<file path="src/rtl/fifo_wr_arb.sv">
// fifo_wr_arb: round-robin write arbiter for four requesters with burst locking onto a shared FIFO
module fifo_wr_arb #(
  parameter int WIDTH = 8,
  parameter int BURST = 4
) (
  input  logic               clk,
  input  logic               rst,
  input  logic [3:0]         req,
  input  logic [4*WIDTH-1:0] din,
  input  logic               fifo_full,
  output logic [3:0]         gnt,
  output logic               fifo_w_en,
  output logic [WIDTH-1:0]   fifo_din,
  output logic [1:0]         owner,
  output logic               locked
);
  typedef enum logic {IDLE, LOCK} state_t;
  state_t state, state_n;
  logic [1:0] ptr, ptr_n, owner_n, sel, idx;
  logic [3:0] cnt, cnt_n;
  logic found, xfer, last;
  // descending scan so the requester closest to ptr wins
  always_comb begin
    sel = ptr;
    found = 1'b0;
    for (int k = 3; k >= 0; k--) begin
      if (req[ptr + 2'(k)]) begin
        sel = ptr + 2'(k);
        found = 1'b1;
      end
    end
  end
  assign locked = state == LOCK;
  assign idx = locked ? owner : sel;
  assign gnt = (rst || fifo_full || !(locked ? req[owner] : found)) ? 4'd0 : 4'd1 << idx;
  assign xfer = |(req & gnt);
  assign fifo_w_en = xfer;
  assign fifo_din = xfer ? din[idx*WIDTH +: WIDTH] : '0;
  assign last = cnt + 4'd1 == 4'(BURST);
  always_comb begin
    state_n = state;
    ptr_n = ptr;
    owner_n = owner;
    cnt_n = cnt;
    if (!locked) begin
      if (xfer && BURST == 1) ptr_n = sel + 2'd1;
      else if (xfer) begin
        state_n = LOCK;
        owner_n = sel;
        cnt_n = 4'd1;
      end
    end else if (!req[owner] || (xfer && last)) begin
      state_n = IDLE;
      ptr_n = owner + 2'd1;
      owner_n = 2'd0;
      cnt_n = 4'd0;
    end else if (xfer) cnt_n = cnt + 4'd1;
  end
  always_ff @(posedge clk) begin
    if (rst) begin
      state <= IDLE;
      ptr <= 2'd0;
      owner <= 2'd0;
      cnt <= 4'd0;
    end else begin
      state <= state_n;
      ptr <= ptr_n;
      owner <= owner_n;
      cnt <= cnt_n;
    end
  end
endmodule

</file>
<file path="config.mk">
export PLATFORM = sky130hd
export DESIGN_NAME = fifo_wr_arb
export DESIGN_NICKNAME = d
export VERILOG_FILES = /design/src/rtl/fifo_wr_arb.sv
export SDC_FILE = /design/constraint.sdc
export NUM_CORES = 1
export LEC_CHECK = 0
export BUFFER_PORTS_ARGS = -buffer_cell sky130_fd_sc_hd__buf_2
export CORE_MARGIN = 4
export CORE_UTILIZATION = 51
export CTS_CLUSTER_SIZE = 30
export DETAILED_ROUTE_END_ITERATION = 6
export GPL_ROUTABILITY_DRIVEN = 0
export GPL_TIMING_DRIVEN = 0
export PLACE_DENSITY = 0.87
export SYNTH_ARGS = -nofsm -noshare
export SYNTH_HDL_FRONTEND = slang
export SYNTH_SLANG_ARGS = --single-unit
export TNS_END_PERCENT = 5
</file>
<file path="constraint.sdc">
create_clock -name clk -period 2.6 [get_ports clk]
set_input_delay 0.52 -clock clk [delete_from_list [all_inputs] [get_ports clk]]
set_output_delay 0.52 -clock clk [all_outputs]
set_load 0.1 [all_outputs]
</file>
# Word-level counts from Yosys, hierarchy flattened
# Index checks and enable logic that the tools add are counted.
[word_totals]
output_inout_bits = 16
input_bits = 39
ff_bits = 9
[op_classes]
n_reduce_logical = 12
shift = 2
add_sub_neg = 5
eq_ne = 2
magnitude_cmp = 5
n_bitwise = 1
n_mux = 32
[ops]
columns = ["op", "count"]
rows = [
  ["$shiftx 32x6->8", 1],
  ["$mux 4", 5],
  ["$mux 2", 8],
  ["$lt 2x3->1 const B", 5],
  ["$mux 1", 13],
  ["$bmux 1 s2", 5],
  ["$mux 8", 1],
  ["$reduce_and 2->1", 3],
  ["$add 2x1->2 const B", 2],
  ["$add 2x2->2 const B", 2],
  ["$add 4x1->4 const B", 1],
  ["$and 4x4->4", 1],
  ["$eq 4x3->1 const B", 1],
  ["$reduce_bool 2->1", 2],
  ["$reduce_or 4->1", 1],
  ["$shl 1x2->4 const A", 1],
  ["$logic_or 1x1->1", 3],
  ["$logic_not 1->1", 2],
  ["$ne 2x1->1 const B", 1],
  ["$logic_and 1x1->1", 1],
]

# Depth between registers and ports, before layout
# Gate-level depths: netlist of run 1.
[depth]
ltp_word = 17
depth_mapped = 8

# Worst setup path after synthesis of run 1
# OpenSTA, ideal clock, no wires.
[synth_timing]
kind = "register to output"
startpoint = "reg owner[0]"
endpoint = "out gnt[0]"
t_arrival_ns = 3.415
required_time_ns = 2.080
path_slack_ns = -1.335
path_buffers = 0
stages_incl_launch_ff = 7
path_cell_list = "dfxtp_1 mux4_2 nand2b_2 nand2_2 inv_2 nand2_2 nor2_1"
[synth_between]
elab_chain_cells = 6
word_cells_on_any_way = 8
cone_classes = "1 x shift; 5 x mux; 2 x reduce/logical"
[synth_lines]
columns = ["item", "line_no", "text"]
rows = [
  ["start: declaration", "14", "output logic [1:0] owner,"],
  ["start signal: assignment", "68", "owner <= owner_n;"],
  ["$bmux 1 s2", "35", "assign gnt = (rst || fifo_full || !(locked ? req[owner] : found)) ? 4'd0 : 4'd1 << idx;"],
  ["$mux 1 (implied by the code)", "35", ""],
  ["$mux 1", "35", ""],
  ["$logic_not 1->1", "35", ""],
  ["$logic_or 1x1->1", "35", ""],
  ["$mux 4 (*)", "35", ""],
  ["end: declaration", "11", "output logic [3:0] gnt,"],
]
# Every way passes the cells marked *; elsewhere a longest branch is shown, timed or not. The select of a mux whose other input is x is not followed.

# Worst setup path after layout of run 1
[layout_timing]
startpoint = "reg state (netlist: locked)"
endpoint = "out fifo_din[6]"
[layout_between]
elab_chain_cells = 7
word_cells_on_any_way = 10
cone_classes = "2 x shift; 4 x mux; 1 x bitwise; 3 x reduce/logical"
[layout_lines]
columns = ["item", "line_no", "text"]
rows = [
  ["start: declaration", "18", "state_t state, state_n;"],
  ["start signal: assignment", "66", "state <= state_n;"],
  ["parallel branches: the longest is 6 deep, another holds $shiftx 32x6->8", "-", ""],
  ["$mux 8 (*)", "38", "assign fifo_din = xfer ? din[idx*WIDTH +: WIDTH] : '0;"],
  ["end: declaration", "13", "output logic [WIDTH-1:0] fifo_din,"],
]
# Every way passes the cells marked *.

==> results.md, run 1 <==
- Required @ worst endpoint: 2.08 ns
- Vias in the first global route: between 1,500 and 2,000
- Final Cycle Share: 1.07
- Total gr overflow: 0
- H-Tree Level Count: 1
- Post-synthesis sequential area ratio: 0.115
- Max_slew headroom: 0.677
- Pins over their slew limit: 0
- Lkg Pwr: 0.00107 uW
- Total GRT Usage: 0.260
- VDD IR max: 0.346 mV
- Pwr Density: approximately 360 nW/um2
- Root buf cell: clkbuf_4
- Vias post-DR: about 2,600
- F_max: 0.360 GHz
- Cts hold-fix bufs: 0
- I/O pin cnt: 55
- Synth area leader: dfxtp_1
- Nets@finish: 333
- Post-synth ARST share: 0
- Post-route setup slack: -0.175 ns
- DR vias/cell: 8.05
- Clock skew: 0.00795 ns
- Die height: approximately 63 um
- Critical path data arrival time: 2.25 ns
- First-pass GRT wire length: 8.58 mm
- Crit path max fanout: 8
- Worst setup path startpoint: locked$_SDFF_PP0_
- Met2 usage: 0.435
- Status: finished with violations
- Routed WL per cell: 27.7 um
- Setup_tns: -0.880 ns
- CP Launch Type: flip-flop
- Met1 Use GR: 0.347
- Max-cap viol count: 0
- GRT busiest layer: met2
- Post-DP HPWL: 3.61 mm
- Final hold violation count: 0
- Synth Cell Area: 1570 um2
- Starting Density: 0.550
- Drt drc: 0
- Ys Warns: 0
- Clock slew seen by the registers of the worst setup and hold paths: 0.07 ns
- Seq cells post-synth: 9
- Post-Layout Cell Count: 323
- Row count: 19
- CTS max path bufs: 2
- Area contributors post-synth: dfxtp_1 11%, o2111a_1 11%, nor3_1 8.6%
- CTS tree: built
- Post-route ant nets: 0
- RSZ-0062 raised after global routing: true
- CP Class: flip-flop to output pin
- Syn_area_per_cell: 7.33 um2
- Die Area: 4030 um2
- Final Setup Violations: 9
- CTS Buf Count: 3
- IO buf count: 54
- Worst Tran Pin Value: around 0.48 ns
- Worst r2r src: cnt[0]$_SDFFE_PP0P_
- Initial antenna violation count: 0
- Failing checks: negative setup slack
- Dpl cells: 299
- Clk sinks: 9
- Top-area cell type share of the netlist area: 0.115
- CP Capture Type: output pin
- GRT met3 Usage: 0.0533
- Synthesized Nets: ~250
- First-pass DRT Iterations: 6
- Largest net degree at the start of global routing: 11
- Layout cells sized above 1: 0.558
- Synth Flop Type: dfxtp_1
- CORE AREA: 2850 um2
- Final worst path period need: 2.77 ns
- Syn Inst Count: 214
- Iter 0 DRT Violations: 490
- Ant diodes: 0
- Class of the worst hold path: flip-flop to flip-flop
- Hold path start: cnt[2]$_SDFFE_PP0P_
- Die Span X: 63.5 um
- Detailed Route WL: 8.93 mm
- Number of synthesized flops with an enable pin: 0
- Cell with the most instances after synthesis: nor3_1
- P&R area growth vs syn: 75.0%
- Worst-Skew Late Latency: approximately 0.28 ns
- Post-synth top cells: 27 x nor3_1, 26 x nand2_1, 19 x o21ai_0
- Count of cell types in the netlist: 47
-- layout by cell type, fill, tap and decap left out, types with 5 or more instances in the layout --
cell | Yosys | routed
a211oi_4 | 0 | 8
a21oi_1 | 7 | 7
a22oi_1 | 17 | 14
buf_12 | 0 | 16
buf_2 | 8 | 43
buf_4 | 3 | 11
buf_6 | 4 | 16
clkbuf_4 | 0 | 5
nand2_1 | 26 | 26
nor2_1 | 11 | 8
nor3_1 | 27 | 12
nor3_2 | 2 | 15
nor4_4 | 0 | 6
o2111a_1 | 16 | 16
o21ai_0 | 19 | 10
o21ai_1 | 1 | 8
-- registers in the layout, indices dropped and copies added (netlist names) --
register / flops
cnt: 4
locked: 1
owner: 2
ptr: 2
-- critical path, stage by stage, from the launching register on --
cell and delay [ns]:
dfxtp_4 0.35, buf_6 0.14, and2_4 0.17, buf_6 0.13
buf_8 0.13, a22oi_1 0.17, o21ai_0 0.14, nor3_1 0.40
a211oi_4 0.13, buf_12 0.20
-- per-stage QoR --
stage	hold WS (ns)	power, uW	utilization	worst slack (ns)	instance area, um2
6_report	0.533	988	0.963	-0.175	2750
3_5_place_dp	0.490	630	0.705	-0.339	2010
4_1_cts	0.509	780	0.770	-0.0287	2200
5_1_grt	0.553	1010	0.963	-0.235	2750
2_1_floorplan	0.456	529	-	-0.114	1700
3_3_place_gp	0.484	622	0.705	-0.294	2010
-- cells by family (layout without fill, tap and decap cells) --
kind of cell               count (synthesis)  after routing  synth area share
and+or+nand+nor                           95             95             0.333
AOI/OAI and AO/OA                         81             81             0.429
buffers and inverters                     26            104            0.0949
DFF                                        9              9             0.115
adders and majority gates                  1              1           0.00797
xor gates and xnor gates                   1              1           0.00558
muxes                                      1              1            0.0144
-- repair_timing --
action	4_1_cts	5_1_grt
cloned	0	7
setup buffers	0	13
resized for setup	43	92
pin swaps	2	18
endpoints found under the setup margin	12	12
-- final cells by class --
| class | instances | area, um2 |
|---|---|---|
| Timing Repair Buffer | 74 | 687 |
| Inverter | 4 | 15.0 |
| Buffer | 22 | 246 |
| Multi-Input combinational cell | 179 | 1540 |
| Fill cell | 58 | 106 |
| Tap cell | 31 | 38.8 |
| Clock buffer | 4 | 26.3 |
| Sequential cell | 9 | 196 |
-- routing by layer --
layer	vias up	routed length (um)	share of wire
met4	0	794	0.089
met1	1181	3000	0.34
met2	314	3940	0.44
met3	116	1200	0.13
li1	988	-	-
met5	-	0	0
-- path summary, 6_finish.rpt --
path	endpoint	slack (ns)	cells past startpoint
worst max-delay path	fifo_din[6]	-0.17	9
worst min-delay path	cnt[2]$_SDFFE_PP0P_	0.53	1
worst max register to register	ptr[0]$_SDFFE_PP0P_	0.53	5
worst min register to register	cnt[2]$_SDFFE_PP0P_	0.53	1
-- report_power, final --
| part | switching (uW) | leakage (uW) | internal, uW | total (uW) |
|---|---|---|---|---|
| combinational | 441 | 0.000980 | 279 | 721 |
| clock | 57.2 | 0.0000150 | 59.5 | 117 |
| sequential | 8.85 | 0.0000766 | 142 | 151 |
| total | 507 | 0.00107 | 481 | 988 |
Power figures use the tool's default switching activity.
==> run 2, diff against run 1 <==
- RECOVER_POWER: unset -> 50
- REMOVE_ABC_BUFFERS: unset -> 1
==> run 2 against run 1 <==
  * The flow still finishes with violations (negative setup slack)
  * Setup slack gained 0.15 ns
  * Clock skew down 0.0076 ns
  * Sequential share of layout area up 1.3 points
  * Critical path depth shrank 2
  * Fmax rose by 5.9%
  * Critical path type is now input pin to output pin
==> results.md, run 2 (synthesis results as in run 1) <==
- Status: finished with violations
- Failing checks: negative setup slack
- Final Cycle Share: 1.01 (-0.0591)
- CTS tree: built
- Reg area: 195 um2 (-0.64%)
- Post-route ant nets: 0 (unchanged)
- DP Worst Slack: -0.825 ns (-0.486 ns)
- H-Tree Level Count: 1 (unchanged)
- DR vias/cell: 7.35 (-8.7%)
- Max_slew headroom: 0.232 (-0.444)
- Crit path max fanout: 16 (+8)
- Class of the worst hold path: flip-flop to flip-flop
- Post-route cell area: 2300 um2 (-16%)
- CORE AREA: 2850 um2 (unchanged)
- Setup_tns: -0.0227 ns (+0.857 ns)
- Critical path data arrival time: 2.10 ns (-0.15 ns)
- Hold path start: cnt[3]$_SDFFE_PP0P_
- Post-Layout Cell Count: 303 (-6.2%)
- Fin util: 0.807 (-0.156)
- RSZ-0062 raised after global routing: true
- Drt drc: 0 (unchanged)
- Dpl cells: 277 (-7.4%)
- Post-route setup slack: -0.0209 ns (+0.154 ns)
- Final hold violation count: 0 (unchanged)
- CP Launch Type: input pin
- Worst setup path startpoint: req[0]
- Layout cells sized above 1: 0.478 (-0.0803)
- Most common cell after layout, fill and taps aside: buf_2
- CP Class: input pin to output pin
- Detailed Route WL: 6.67 mm (-25%)
- Routed WL per cell: 22.0 um (-20%)
- Die Area: 4030 um2 (unchanged)
- Largest net degree at the start of global routing: 38 (+27)
- CP cell instances: clkbuf_4, nor2b_4, o22ai_4, nor3_1, nor4_2, a211oi_2, buf_6
- Die height: 63.5 um (unchanged)
- Die Span X: 63.5 um (unchanged)
- Clock skew: 0.000360 ns (-0.00759 ns)
- Final worst path period need: 2.62 ns (-0.154 ns)
- Total gr overflow: 0 (unchanged)
- Most frequent cells in the layout: 40 x buf_2, 25 x nand2_1, 24 x nor3_1, 18 x o21ai_0, 17 x a22oi_1
- Max FFs per register: 4 (unchanged)
- Total GRT Usage: 0.271 (+0.0105)
- Clk sinks: 9 (unchanged)
- Vias post-DR: 2,226 (-14%)
- First-pass GRT wire length: 9.05 mm (+5.4%)
- Pins over their slew limit: 0 (unchanged)
- Nets@finish: 313 (-6.0%)
- Starting Density: 0.550 (unchanged)
- Required @ worst endpoint: 2.08 ns (about the same)
- Worst r2r src: cnt[0]$_SDFFE_PP0P_
- Largest registers: cnt x4, owner x2, ptr x2
- Clock slew seen by the registers of the worst setup and hold paths: 0.07 ns (about the same)
- Post-Place Cell Area: 1740 um2 (-13%)
- Worst Tran Pin Value: 1.16 ns (+0.675 ns)
- Biggest register: cnt
- Vias in the first global route: 1,809 (-2.0%)
- Cts hold-fix bufs: 0 (unchanged)
- Slowest cell on crit path: nor3_1
- Lkg Pwr: 0.000889 uW (-17%)
- Max-cap viol count: 0 (unchanged)
- IO buf count: 54 (unchanged)
- Pwr Density: 359 nW/um2 (-0.15%)
- Multi-input logic area: 1450 um2 (-5.5%)
- Initial antenna violation count: 0 (unchanged)
- Worst-Skew Late Latency: 0.27 ns (about the same)
- CTS max path bufs: 2 (unchanged)
- VDD IR max: 0.368 mV (+6.4%)
- Iter 0 DRT Violations: 436 (-11%)
- First-pass DRT Iterations: 5 (-1)
- Row count: 19 (unchanged)
- Ant diodes: 0 (unchanged)
- P&R area growth vs syn: 46.7%
- Post-DP HPWL: 2.90 mm (-20%)
- CP Capture Type: output pin
- I/O pin cnt: 55 (unchanged)
- Crit path largest cell delay: 0.36 ns (-0.04 ns)
- F_max: 0.382 GHz (+5.9%)
- CTS Buf Count: 3 (unchanged)
- Fillers: 185 (+220%)
- Final Setup Violations: 2 (-7)
- Root buf cell: clkbuf_4
## run 2: worst paths after layout
kind	endpoint	slack (ns)	depth (start not counted)
max	fifo_din[7]	-0.02	7
min	cnt[3]$_SDFFE_PP0P_	0.52	2
max reg2reg	ptr[0]$_SDFFE_PP0P_	0.79	5
min reg2reg	cnt[3]$_SDFFE_PP0P_	0.52	2
## run 2: repair_timing
item | CTS | global route
buffers inserted | 14 | 4
gates resized for setup | 52 | 26
pin swaps | 5 | 7
cloned | 3 | 1
setup endpoints to repair | 13 | 11
## run 2: report_power, final
group          total (uW)  switching [uW]  internal [uW]
registers             161            18.9            142
logic                 548             349            199
clock network         118            58.5           59.6
total                 827             426            400
## run 2: layer usage
layer,global-route usage,vias to the layer above,wire length [um],share of wire
met4,0.0782,0,487,0.073
li1,-,960,-,-
met3,0.0373,64,791,0.12
met2,0.447,211,3020,0.45
met5,0,-,0,0
met1,0.364,991,2370,0.35
## run 2: worst max-delay path, delay by kind of cell
kind | cells | cell delay (ns)
and+or+nand+nor | 3 | 0.69
AOI/OAI and AO/OA | 2 | 0.45
buffers and inverters | 2 | 0.42
## run 2: final cells by class
type / count / share of cell area
Clock buffer: 4 / 0.0114
Tap cell: 31 / 0.0169
Sequential cell: 9 / 0.0848
Timing Repair Buffer: 72 / 0.247
Multi-Input combinational cell: 183 / 0.631
Inverter: 4 / 0.00870
## run 2: stage by stage
stage / hold WS [ns] / power (uW)
3_3_place_gp: 0.488 / 548
6_report: 0.519 / 827
5_1_grt: 0.543 / 864
4_1_cts: 0.504 / 756
3_5_place_dp: 0.495 / 553
2_1_floorplan: 0.456 / 461
==> run 3, diff against run 2 <==
- CORE_UTILIZATION: 51 -> 55
- GPL_TIMING_DRIVEN: 0 -> 1
- PLACE_DENSITY: 0.87 -> 0.93
- clock period: 2.6 -> 3.2 ns (I/O delays scaled with it)
==> run 3 against run 2 <==
  * Sequential cell count unchanged
  * Clock power fell by 21%
  * Combinational power fell by 31%
  * Total power shrank 28%
  * The flow now finishes without violations
  * Count of clock-buffer cells in the layout unchanged
  * Largest power group unchanged
  * Cell count decreased by 4.0%
  * Sequential power decreased by 24%
  * Die area down 6.4%
  * Global-route usage fell by 2.5 points
==> results.md, run 3 (synthesis results as in run 1) <==
- Vias in the first global route: 1,678 (-7.2%)
- Die Area: 3770 um2 (-6.4%)
- Class of the worst hold path: flip-flop to flip-flop
- Critical path data arrival time: 2.37 ns (+0.27 ns)
- Fin util: 0.746 (-0.0610)
- Final Setup Violations: 0 (-2)
- Internal Power: 301 uW (-25%)
- Setup Buffers After CTS: 0 (-14)
- Initial antenna violation count: 0 (unchanged)
- Max-cap viol count: 0 (unchanged)
- Final worst path period need: 3.01 ns
- Vias post-DR: 1,881 (-15%)
- Post-CTS sizing: 0 (-100%)
- Multi-input logic area: 1230 um2 (-15%)
- Routed WL per cell: 15.6 um (-29%)
- Fillers: 216 (+17%)
- Most common cell after layout, fill and taps aside: buf_2
- Cts hold-fix bufs: 0 (unchanged)
- Largest net degree at the start of global routing: 38 (unchanged)
- CP Class: input pin to output pin
- Root buf cell: clkbuf_4
- Drt drc: 0 (unchanged)
- Biggest register: cnt
- Clock share of power: 0.156 (+0.013)
- CTS max path bufs: 2 (unchanged)
- Starting Density: 0.574 (+0.0239)
- First-pass GRT wire length: 7.27 mm (-20%)
- Worst Tran Pin Value: 1.16 ns (+0.00178 ns)
- Iter 0 DRT Violations: 261 (-40%)
- Tot Pwr: 596 uW (-28%)
- Max_slew headroom: 0.231 (-0.00118)
- Final hold violation count: 0 (unchanged)
- Reg area: 180 um2 (-7.7%)
- Max FFs per register: 4 (unchanged)
- Clk sinks: 9 (unchanged)
- CORE AREA: 2730 um2 (-4.2%)
- Crit path max fanout: 8 (-8)
- Dpl cells: 287 (+3.6%)
- I/O pin cnt: 55 (unchanged)
- Post-route ant nets: 0 (unchanged)
- Die height: 61.4 um (-3.2%)
- F_max: 0.332 GHz
- Layout cells sized above 1: 0.354 (-0.124)
- IO buf count: 54 (unchanged)
- CP Capture Type: output pin
- Pins over their slew limit: 0 (unchanged)
- Required @ worst endpoint: 2.56 ns (+0.48 ns)
- Worst-Skew Late Latency: 0.27 ns (about the same)
- Status: complete, no violations
- Sw Pwr: 295 uW (-31%)
- Total gr overflow: 0 (unchanged)
- Lkg Pwr: 0.000788 uW (-11%)
- Logic pwr share: 0.637 (-0.025)
- Total GRT Usage: 0.246 (-0.0246)
- DR vias/cell: 6.46 (-12%)
- Ant diodes: 0 (unchanged)
- Clock skew: 0.00670 ns (+0.00634 ns)
- Pwr Density: 292 nW/um2 (-19%)
- Post-Layout Cell Count: 291 (-4.0%)
- Post-DP HPWL: 3.29 mm (+14%)
- First-pass DRT Iterations: 4 (-1)
- Largest registers: cnt x4, owner x2, ptr x2
- Seq pwr share: 0.207 (+0.012)
- Nets@finish: 301 (-3.8%)
- VDD IR max: 0.277 mV (-25%)
- Final Cycle Share: 0.941
- Hold_ws: 0.507 ns (-0.0128 ns)
- CTS Buf Count: 3 (unchanged)
- Die Span X: 61.4 um (-3.2%)
- Row count: 19 (unchanged)
- CTS tree: built
- RSZ-0062 raised after global routing: false
- Clock slew seen by the registers of the worst setup and hold paths: 0.07 ns (about the same)
- Most frequent cells in the layout: 38 x buf_2, 27 x nor3_1, 26 x nand2_1, 20 x o21ai_0, 17 x a22oi_1
- Detailed Route WL: 4.55 mm (-32%)
- CP Launch Type: input pin
- H-Tree Level Count: 1 (unchanged)
- Switching portion of total power: 0.495 (-0.0208)
- P&R area growth vs syn: 29.9%
[run 3: cell types whose count changed in the layout (fill, tap and decap cells not counted), moves of 4 or more]
cell	previous run	this run
dfxtp_1	5	9
buf_12	7	14
buf_6	10	0
buf_4	12	8
dfxtp_4	4	0
[run 3: layer usage]
metal,vias up,GRT usage,routed length [um]
li1,923,-,-
met3,6,0.0252,379
met4,0,0.0939,41
met2,84,0.414,2280
met5,-,0,0
met1,868,0.324,1850
[run 3: worst paths after layout]
kind                       start             endpoint  slack, ns  depth (start not counted)
max                       req[3]          fifo_din[1]       0.19                          7
min          cnt[3]$_SDFFE_PP0P_  cnt[2]$_SDFFE_PP0P_       0.51                          2
max reg2reg  cnt[0]$_SDFFE_PP0P_  ptr[1]$_SDFFE_PP0P_       1.41                          5
min reg2reg  cnt[3]$_SDFFE_PP0P_  cnt[2]$_SDFFE_PP0P_       0.51                          2
[run 3: stage by stage]
| stage | cell area [um2] | setup WS [ns] | TNS (ns) |
|---|---|---|---|
| 6_report | 2040 | 0.188 | 0 |
| 5_1_grt | 2040 | 0.0717 | 0 |
| 4_1_cts | 2050 | 0.255 | 0 |
| 3_5_place_dp | 2020 | 0.262 | 0 |
| 3_3_place_gp | 2020 | 0.285 | 0 |
| 2_1_floorplan | 1440 | -1.05 | -11.36 |
[run 3: final cells by class]
type / count / share of cell area
clock buffers: 4 / 0.0129
inverters: 4 / 0.00737
multi-input cells: 179 / 0.605
flip-flops and latches: 9 / 0.0884
well taps: 31 / 0.0190
repair buffers: 64 / 0.268
[run 3: power by group through the flow]
stage          logic, uW  registers [uW]  clock network [uW]
4_1_cts              380             123                92.0
2_1_floorplan        235             140                   0
5_1_grt              407             124                99.8
3_3_place_gp         372             125                   0
3_5_place_dp         379             126                   0
6_report             379             123                93.2
[run 3: critical path: stages]
cell and delay (ns):
clkbuf_1 0.15, or4_1 0.58, o21a_1 0.30, nand2_2 0.25, buf_4 0.20, a211oi_2 0.06, buf_12 0.19
